[config.mk]
export PLATFORM = sky130hd
export DESIGN_NAME = dualshock_responder
export DESIGN_NICKNAME = d
export VERILOG_FILES = /design/src/rtl/dualshock_responder.sv
export SDC_FILE = /design/constraint.sdc
export NUM_CORES = 1
export LEC_CHECK = 0
export ABC_CLOCK_PERIOD_IN_PS = 3800
export BUFFER_PORTS_ARGS = -buffer_cell sky130_fd_sc_hd__buf_2
export CELL_PAD_IN_SITES_DETAIL_PLACEMENT = 0
export CELL_PAD_IN_SITES_GLOBAL_PLACEMENT = 2
export CORE_UTILIZATION = 36
export CTS_CLUSTER_SIZE = 10
export DETAILED_ROUTE_END_ITERATION = 7
export MAX_ROUTING_LAYER = met4
export PLACE_DENSITY = 0.89
export SKIP_CTS_REPAIR_TIMING = 1
export SLEW_MARGIN = 20
export SYNTH_ARGS = -nofsm -noshare
export SYNTH_HDL_FRONTEND = slang
export SYNTH_SLANG_ARGS = --single-unit
[constraint.sdc]
create_clock -name clk -period 3.8 [get_ports clk]
set_input_delay 0.38 -clock clk [delete_from_list [all_inputs] [get_ports clk]]
set_output_delay 0.38 -clock clk [all_outputs]
set_load 0.01 [all_outputs]
[src/rtl/dualshock_responder.sv]
// dualshock_responder: device end of the DualShock/PS2 pad link, answering host polls like a physical pad.
// Define DS_ANALOG_EN for analog mode (ID 0x73, 9-byte reply carrying the stick bytes).
module dualshock_responder #(
    parameter int ACK_DELAY = 50,
    parameter int ACK_WIDTH = 50
) (
    input  logic        clk,
    input  logic        reset,
    input  logic        ps_sel_n,
    input  logic        ps_clk,
    input  logic        ps_cmd,
    output logic        ps_dat,
    output logic        ps_ack_n,
    input  logic [15:0] btn,
    input  logic [31:0] stick,
    output logic [7:0]  vib_small,
    output logic [7:0]  vib_large,
    output logic        poll_done,
    output logic        frame_err
);
`ifdef DS_ANALOG_EN
    localparam logic [7:0] ID = 8'h73;
    localparam logic [3:0] LAST = 4'd8;
`else
    localparam logic [7:0] ID = 8'h41;
    localparam logic [3:0] LAST = 4'd4;
    logic unused_stick;
    assign unused_stick = ^stick;
`endif
    localparam int CW = $clog2((ACK_DELAY > ACK_WIDTH ? ACK_DELAY : ACK_WIDTH) + 1);
    localparam logic [2:0] IDLE = 3'd0, SHIFT = 3'd1, ACK_WAIT = 3'd2, ACK_PULSE = 3'd3, DONE = 3'd4;

    // {cmd, clk, sel}; left unreset so a reset mid-frame cannot fabricate a SEL edge
    logic [2:0] s1_q, s2_q, s3_q, s4_q;
    always_ff @(posedge clk) begin
        s1_q <= {ps_cmd, ps_clk, ps_sel_n};
        s2_q <= s1_q;
        s3_q <= s2_q;
        s4_q <= s3_q;
    end
    logic sel_fall, sel_hi, clk_fall, clk_rise, cmd;
    assign sel_fall = s4_q[0] & ~s3_q[0];
    assign sel_hi   = s3_q[0];
    assign clk_fall = s4_q[1] & ~s3_q[1];
    assign clk_rise = ~s4_q[1] & s3_q[1];
    assign cmd      = s3_q[2];

    logic [2:0]    state_q, state_d, bit_q, bit_d;
    logic [3:0]    byte_q, byte_d;
    logic [CW-1:0] cnt_q, cnt_d;
    logic [6:0]    rx_q, rx_d;
    logic [15:0]   btn_q, btn_d;
    logic [31:0]   stick_q, stick_d;
    logic [7:0]    vs_q, vs_d, vl_q, vl_d, vib_s_q, vib_s_d, vib_l_q, vib_l_d, reply, host_byte;
    logic          dat_q, dat_d, ok_q, ok_d, pd_q, pd_d, fe_q, fe_d;

    always_comb begin
        reply = 8'hFF;
        case (byte_q)
            4'd1: reply = ID;
            4'd2: reply = 8'h5A;
            4'd3: reply = btn_q[7:0];
            4'd4: reply = btn_q[15:8];
`ifdef DS_ANALOG_EN
            4'd5: reply = stick_q[7:0];
            4'd6: reply = stick_q[15:8];
            4'd7: reply = stick_q[23:16];
            4'd8: reply = stick_q[31:24];
`endif
            default: reply = 8'hFF;
        endcase
    end

    always_comb begin
        state_d = state_q;
        bit_d = bit_q;
        byte_d = byte_q;
        cnt_d = cnt_q;
        rx_d = rx_q;
        dat_d = dat_q;
        btn_d = btn_q;
        stick_d = stick_q;
        vs_d = vs_q;
        vl_d = vl_q;
        vib_s_d = vib_s_q;
        vib_l_d = vib_l_q;
        ok_d = ok_q;
        pd_d = 1'b0;
        fe_d = 1'b0;
        host_byte = {cmd, rx_q};
        case (state_q)
            IDLE: if (sel_fall) begin
                btn_d = btn;
`ifdef DS_ANALOG_EN
                stick_d = stick;
`endif
                bit_d = 3'd0;
                byte_d = 4'd0;
                ok_d = 1'b0;
                dat_d = 1'b1; // byte 0 is 0xFF, so a coincident CLK fall drives 1 as well
                state_d = SHIFT;
            end
            SHIFT: if (sel_hi) begin
                fe_d = 1'b1;
                state_d = IDLE;
            end else if (clk_fall) begin
                dat_d = reply[bit_q];
            end else if (clk_rise) begin
                rx_d = {cmd, rx_q[6:1]};
                bit_d = bit_q + 3'd1;
                if (bit_q == 3'd7) begin
                    cnt_d = '0;
                    if ((byte_q == 4'd0 && host_byte != 8'h01) || (byte_q == 4'd1 && host_byte != 8'h42)) begin
                        fe_d = 1'b1;
                        state_d = DONE;
                    end else begin
                        vs_d = (byte_q == 4'd3) ? host_byte : vs_q;
                        vl_d = (byte_q == 4'd4) ? host_byte : vl_q;
                        ok_d = (byte_q == LAST);
                        state_d = (byte_q == LAST) ? DONE : ACK_WAIT;
                    end
                end
            end
            ACK_WAIT: if (sel_hi) begin
                fe_d = 1'b1;
                state_d = IDLE;
            end else begin
                cnt_d = (cnt_q == CW'(ACK_DELAY - 1)) ? '0 : cnt_q + 1'b1;
                state_d = (cnt_q == CW'(ACK_DELAY - 1)) ? ACK_PULSE : ACK_WAIT;
            end
            ACK_PULSE: if (sel_hi) begin
                fe_d = 1'b1;
                state_d = IDLE;
            end else if (cnt_q == CW'(ACK_WIDTH - 1)) begin
                byte_d = byte_q + 4'd1;
                bit_d = 3'd0;
                dat_d = 1'b1;
                state_d = SHIFT;
            end else begin
                cnt_d = cnt_q + 1'b1;
            end
            DONE: if (sel_hi) begin
                vib_s_d = ok_q ? vs_q : vib_s_q;
                vib_l_d = ok_q ? vl_q : vib_l_q;
                pd_d = ok_q;
                state_d = IDLE;
            end
            default: state_d = IDLE;
        endcase
    end

    always_ff @(posedge clk) begin
        if (reset) begin
            state_q <= IDLE;
            bit_q <= '0;
            byte_q <= '0;
            cnt_q <= '0;
            rx_q <= '0;
            dat_q <= 1'b1;
            btn_q <= '1;
            stick_q <= '0;
            vs_q <= '0;
            vl_q <= '0;
            vib_s_q <= '0;
            vib_l_q <= '0;
            ok_q <= 1'b0;
            pd_q <= 1'b0;
            fe_q <= 1'b0;
        end else begin
            state_q <= state_d;
            bit_q <= bit_d;
            byte_q <= byte_d;
            cnt_q <= cnt_d;
            rx_q <= rx_d;
            dat_q <= dat_d;
            btn_q <= btn_d;
            stick_q <= stick_d;
            vs_q <= vs_d;
            vl_q <= vl_d;
            vib_s_q <= vib_s_d;
            vib_l_q <= vib_l_d;
            ok_q <= ok_d;
            pd_q <= pd_d;
            fe_q <= fe_d;
        end
    end

    assign ps_dat    = (state_q == SHIFT) ? dat_q : 1'b1;
    assign ps_ack_n  = (state_q != ACK_PULSE);
    assign vib_small = vib_s_q;
    assign vib_large = vib_l_q;
    assign poll_done = pd_q;
    assign frame_err = fe_q;
endmodule

==> metrics.txt, run 1 <==
outcome finished clean; Worst Max-Slew Pin Slew 0.709 ns; Root Driver clkbuf_8; FF+latch area between 1500 and 2000 µm²; number of flops mapped to enable cells by yosys 0; Main synth FF type dfxtp_1; Min-Delay Path Depth 1; R2R depth 7; num ports 73; FFs w/ async S/R, synth 0; Max clock buf depth 2; highest routing layer actually used met4; Critical Path RT 4.02 ns; FP Rows 36; switching power 414 µW; maxcap violations 0; final-report max-slew violation count 0; die footprint 10900 µm²; Initial Util 0.378; Hold Crit Class input port to flop; CP arrival roughly 3 ns; HPWL after DPL 5.03 mm; total grt overflow 0; number of H-tree levels 3; # fillers 1021; # clock sinks 86; TritonCTS clock tree yes; Worst-Skew Late Latency 0.36 ns; CTS buffer count 9; Inst Count DP 548; Reg clk slew, reported paths around 0.09 ns; CP startpoint kind flop; DRT iter0 DRCs 138; Clock power frac 0.394; area delta synth->final 11.9%; WL met3 approximately 300 µm; Final Hold Vio Count 0; RSZ-0062 raised after global routing false; fin cells 564; Mapped Nets 460; peak supply drop 0.218 mV; synthesized area between 3000 and 4000 µm²; CP Class flop to flop; Power Density 400 nW/µm²; setup violators final 0; Int Power 1270 µW; Die Ht 104 µm; met1 wire length between 3 and 4 mm; nets 487; Leak ~0.0017 µW; Switching Share 0.246; DR vias 2870; pin count of the biggest net entering global routing 70; vias in the first global route 2752; multi-input logic area 1880 µm²; RD Place Congestion 0.793; skew final 0.0108 ns; 1st-pass router iterations 4; period utilization 0.712; crit path max fanout 8; layout cell share with drive strength beyond 1 0.162; core area 9950 µm²; Ant. Diodes 0; Logic pwr share 0.052; synth warn 0; DRC Markers 0; Tmin final 2.71 ns; met2 wire len 3.34 mm; Pwr Total 1680 µW; initial antenna violation count 0; maximum clock frequency 0.370 GHz; Seq pwr share 0.555; register area share after synthesis 0.457; TNS Setup 0 ns; flops & latches, synth 86; Post-Synthesis Cells 399; Cell variety after synth 59; DR WL/cell 13.4 µm; post-route ant nets 0; first-pass GRT wire length ~13 mm; Avg Inst Size Synth 9.43 µm²; DR vias/cell between 5 and 6; DIE WIDTH ~100 µm; crit end category flop; DRT Wirelength approximately 7.6 mm; port buffer count 40; relative slew slack 0.526; Total GRT Usage 0.153
==> path summary, 6_finish.rpt <==
| kind | slack [ns] | from | end |
|---|---|---|---|
| min reg2reg | 0.33 | s2_q[2]$_DFF_P_ | s3_q[2]$_DFF_P_ |
| max reg2reg | 1.09 | byte_q[1]$_SDFFE_PP0P_ | vl_q[7]$_SDFFE_PP0P_ |
| min | 0.12 | ps_sel_n | s1_q[0]$_DFF_P_ |
| max | 1.09 | byte_q[1]$_SDFFE_PP0P_ | vl_q[7]$_SDFFE_PP0P_ |
==> power groups by stage <==
stage / sequential (µW) / combinational (µW) / clock (µW)
after global routing: 937 / 99.7 / 721
final: 934 / 87.0 / 663
after detailed placement: 955 / 87.4 / 0
after CTS: 934 / 87.8 / 683
after global placement: 955 / 87.2 / 0
after floorplan: 949 / 68.7 / 0
==> cell usage after synthesis (5+ instances only) <==
cell type,instances,share of area
dfxtp_1,86,0.46
nor2_1,41,0.041
nand2_1,39,0.039
a21oi_1,29,0.039
mux2i_1,26,0.069
a211o_1,20,0.047
clkbuf_1,20,0.020
nor2b_1,19,0.032
nand2b_1,9,0.015
ha_1,8,0.027
inv_1,7,0.0070
o21ai_0,7,0.0093
nand4b_1,6,0.014
a21o_1,5,0.010
nor3_1,5,0.0066
o211ai_1,5,0.010
==> final cells by class <==
cell class / instances / area share
clock buffers: 9 / 0.0294
clock inverters: 7 / 0.0184
inverters: 7 / 0.00624
multi-input cells: 280 / 0.447
flip-flops and latches: 86 / 0.409
well taps: 133 / 0.0395
repair buffers: 42 / 0.0511
==> cell usage in the layout (no fill, tap or decap), drive strengths merged, types with 3 or more instances in the layout <==
cell,instances
xor2,4
nand4b,6
nor2b,19
buf,42
or2,3
o211ai,5
dfxtp,86
a21oi,29
and3,3
inv,10
nand2,39
ha,8
nor3,5
mux2i,26
nand2b,9
a211o,20
a211oi,6
o21ai,8
xnor2,4
nor2,41
clkbuf,9
a21o,5
==> state kept, by name (all words and copies together) (netlist names), 4 cells and up <==
register and cells:
vs_q 8, cnt_q 6, byte_q 4, btn_q 16, vl_q 8, vib_large 8
rx_q 7, vib_small 8
==> worst max-delay path: stages (launching register included) <==
cell      delay (ns)
dfxtp_1         0.42
inv_1           0.10
ha_1            0.28
or4b_4          0.52
a211oi_4        0.37
o2111a_1        0.58
mux2i_1         0.24
nor2_1          0.06
==> through the flow <==
stage | setup WS (ns) | util | cell area (µm²) | hold WS (ns)
CTS | 1.06 | 0.423 | 4210 | 0.109
global route | 0.946 | 0.423 | 4210 | 0.104
global placement | 1.17 | 0.403 | 4010 | 0.313
floorplan | 1.58 | - | 3760 | 0.310
finish | 1.09 | 0.423 | 4210 | 0.120
detailed placement | 1.11 | 0.403 | 4010 | 0.312
==> layer usage <==
metal / vias to the layer above / global-route usage
li1: 1467 / -
met1: 1344 / 0.200
met2: 51 / 0.233
met3: 8 / 0.0357
met4: 0 / 0.0469
met5: - / -
==> logic make-up after synthesis <==
kind of cell / synth area share
XOR/XNOR: 0.0186
flip-flops: 0.457
buffers and inverters: 0.0445
adder cells (fa/ha/maj): 0.0266
AO/OA/AOI/OAI: 0.184
multiplexers: 0.0721
AND/OR/NAND/NOR: 0.196
Note: power is estimated with default switching activity, not from simulation.
==> run 2, diff against run 1 <==
--- a/config.mk
+++ b/config.mk
@@ -5,15 +5,15 @@
 export SDC_FILE = /design/constraint.sdc
 export NUM_CORES = 1
 export LEC_CHECK = 0
-export ABC_CLOCK_PERIOD_IN_PS = 3800
+export ABC_CLOCK_PERIOD_IN_PS = 2500
 export BUFFER_PORTS_ARGS = -buffer_cell sky130_fd_sc_hd__buf_2
 export CELL_PAD_IN_SITES_DETAIL_PLACEMENT = 0
 export CELL_PAD_IN_SITES_GLOBAL_PLACEMENT = 2
-export CORE_UTILIZATION = 36
+export CORE_UTILIZATION = 33
 export CTS_CLUSTER_SIZE = 10
 export DETAILED_ROUTE_END_ITERATION = 7
 export MAX_ROUTING_LAYER = met4
-export PLACE_DENSITY = 0.89
+export PLACE_DENSITY = 0.83
 export SKIP_CTS_REPAIR_TIMING = 1
 export SLEW_MARGIN = 20
 export SYNTH_ARGS = -nofsm -noshare
==> constraint.sdc (replaced) <==
create_clock -name clk -period 2.5 [get_ports clk]
set_input_delay 0.25 -clock clk [delete_from_list [all_inputs] [get_ports clk]]
set_output_delay 0.25 -clock clk [all_outputs]
set_load 0.01 [all_outputs]
==> run 2 against run 1 <==
- wire length increased by 4.2%
- first-iteration DRC count decreased by 31%
- via count increased by 1.3%
- sequential share of layout area decreased by 2.1 points
- power increased by 79%
- final area increased by 5.5%
- clock skew decreased by 0.0056 ns
- core utilization decreased by 1.8 points
- die area increased by 8.9%
- global-route usage decreased by 0.67 points
==> metrics.txt, run 2 (synthesized netlist as in run 1, its figures left out) <==
pin count of the biggest net entering global routing 70 (unchanged); Worst Max-Slew Pin Slew 0.718 ns (+0.00867 ns); num ports 73 (unchanged); peak supply drop 0.363 mV (+67%); DR vias/cell 5.01 (-1.5%); core area 11000 µm² (+10%); TritonCTS clock tree yes; Top reg by flops btn_q; TNS Setup 0 ns (unchanged); die footprint 11800 µm² (+8.9%); first-pass GRT wire length 13.2 mm (-0.42%); Pwr Total 3020 µW (+79%); CP arrival 2.47 ns (-0.45 ns); maxcap violations 0 (unchanged); FP Rows 38 (+5.6%); CP Class flop to flop; Initial Util 0.343 (-0.0354); layout cell share with drive strength beyond 1 0.180 (+0.0171); relative slew slack 0.521 (-0.00437); Reg clk slew, reported paths 0.07 ns (-0.02 ns); initial antenna violation count 0 (unchanged); Slowest-stage cell, CP or4b_4; commonest non-fill, non-tap cell in the layout dfxtp_1; DR vias 2907 (+1.3%); CTS buffer count 9 (unchanged); Hold Crit Class input port to flop; Crit path largest cell delay 0.51 ns (-0.07 ns); area delta synth->final 18.1%; Ant. Diodes 0 (unchanged); RD Place Congestion 0.763 (-3.8%); crit path max fanout 8 (unchanged); DRT iter0 DRCs 95 (-31%); number of H-tree levels 3 (unchanged); final-report max-slew violation count 0 (unchanged); period utilization 0.912 (+0.200); HPWL after DPL 5.35 mm (+6.2%); post-route ant nets 0 (unchanged); vias in the first global route 2723 (-1.1%); Final Hold Vio Count 0 (unchanged); maximum clock frequency 0.439 GHz (+19%); DRT Wirelength 7.90 mm (+4.2%); Die Ht 109 µm (+4.4%); RSZ-0062 raised after global routing false; total grt overflow 0 (unchanged); Leak 0.00177 µW (+7.1%); most frequent cells in the layout 86 x dfxtp_1, 41 x nor2_1, 40 x buf_2; CP startpoint kind flop; skew final 0.00528 ns (-0.00555 ns); setup violators final 0 (unchanged); # clock sinks 86 (unchanged); Max clock buf depth 2 (unchanged); DRC Markers 0 (unchanged); crit end category flop; Root Driver clkbuf_16; DR WL/cell 13.6 µm (+1.3%); Tmin final 2.28 ns (-0.426 ns); 1st-pass router iterations 4 (unchanged); port buffer count 40 (unchanged); max reg flops 16 (unchanged); # fillers 1118 (+9.5%); nets 496 (+1.8%); Critical Path RT 2.69 ns (-1.33 ns); Power Density 680 nW/µm² (+70%); Total GRT Usage 0.146 (-0.00670); Worst-Skew Late Latency 0.33 ns (-0.03 ns); CP Cell Sequence inv_1 > ha_1 > or4b_4 > a211oi_4 > o2111a_1 > buf_12 > mux2i_1 > nor2_1; DIE WIDTH 109 µm (+4.4%); outcome finished clean
==> run 2: cell types whose count changed in the layout (fill, tap and decap cells not counted) <==
cell | previous run | this run
clkinv_4 | 1 | 2
clkbuf_8 | 9 | 0
inv_6 | 3 | 1
bufinv_16 | 1 | 2
buf_12 | 0 | 2
clkinvlp_4 | 1 | 0
buf_4 | 2 | 9
clkinv_8 | 0 | 1
clkbuf_16 | 0 | 9
==> run 2: path summary, 6_finish.rpt <==
kind,startpoint,endpoint,slack (ns),cells after the start
worst max-delay path,byte_q[1]$_SDFFE_PP0P_,vl_q[4]$_SDFFE_PP0P_,0.22,8
worst min-delay path,ps_cmd,s1_q[2]$_DFF_P_,0.01,1
worst max register to register,byte_q[1]$_SDFFE_PP0P_,vl_q[4]$_SDFFE_PP0P_,0.22,8
worst min register to register,s1_q[0]$_DFF_P_,s2_q[0]$_DFF_P_,0.33,0
==> run 2: routing by layer <==
metal / GRT usage / share of wire
met4: 0.0502 / 0.011
met3: 0.0323 / 0.036
met5: - / 0
met2: 0.222 / 0.45
met1: 0.190 / 0.51
==> run 2: cell type report <==
| class | instances | area (µm²) | area share |
|---|---|---|---|
| Sequential cell | 86 | 1720 | 0.387 |
| Clock inverter | 7 | 108 | 0.0242 |
| Inverter | 7 | 26.3 | 0.00591 |
| Timing Repair Buffer | 51 | 308 | 0.0693 |
| Tap cell | 140 | 175 | 0.0394 |
| Clock buffer | 9 | 225 | 0.0507 |
| Multi-Input combinational cell | 280 | 1880 | 0.423 |
==> run 2: metrics by stage <==
step	util	cell area, µm²	hold slack (ns)	instances	setup WS (ns)
2_1_floorplan	-	3760	0.278	399	0.280
3_3_place_gp	0.374	4110	0.312	564	0.255
3_5_place_dp	0.374	4110	0.312	564	0.226
4_1_cts	0.405	4440	0.00137	580	0.189
5_1_grt	0.405	4440	0.00740	580	0.110
6_report	0.405	4440	0.0125	580	0.220
==> run 2: critical path: cells and delay by family, from the launching register on <==
family | cells | cell delay, ns
AO/OA/AOI/OAI | 2 | 0.62
adder cells (fa/ha/maj) | 1 | 0.22
buffers and inverters | 2 | 0.21
flip-flops | 1 | 0.33
multiplexers | 1 | 0.20
AND/OR/NAND/NOR | 2 | 0.57
==> run 2: power by group <==
group / switching, µW / leakage, µW / internal, µW
Clock: 571 / 0.000163 / 889
Combinational: 78.1 / 0.000905 / 64.7
Sequential: 20.3 / 0.000701 / 1400
Total: 669 / 0.00177 / 2350
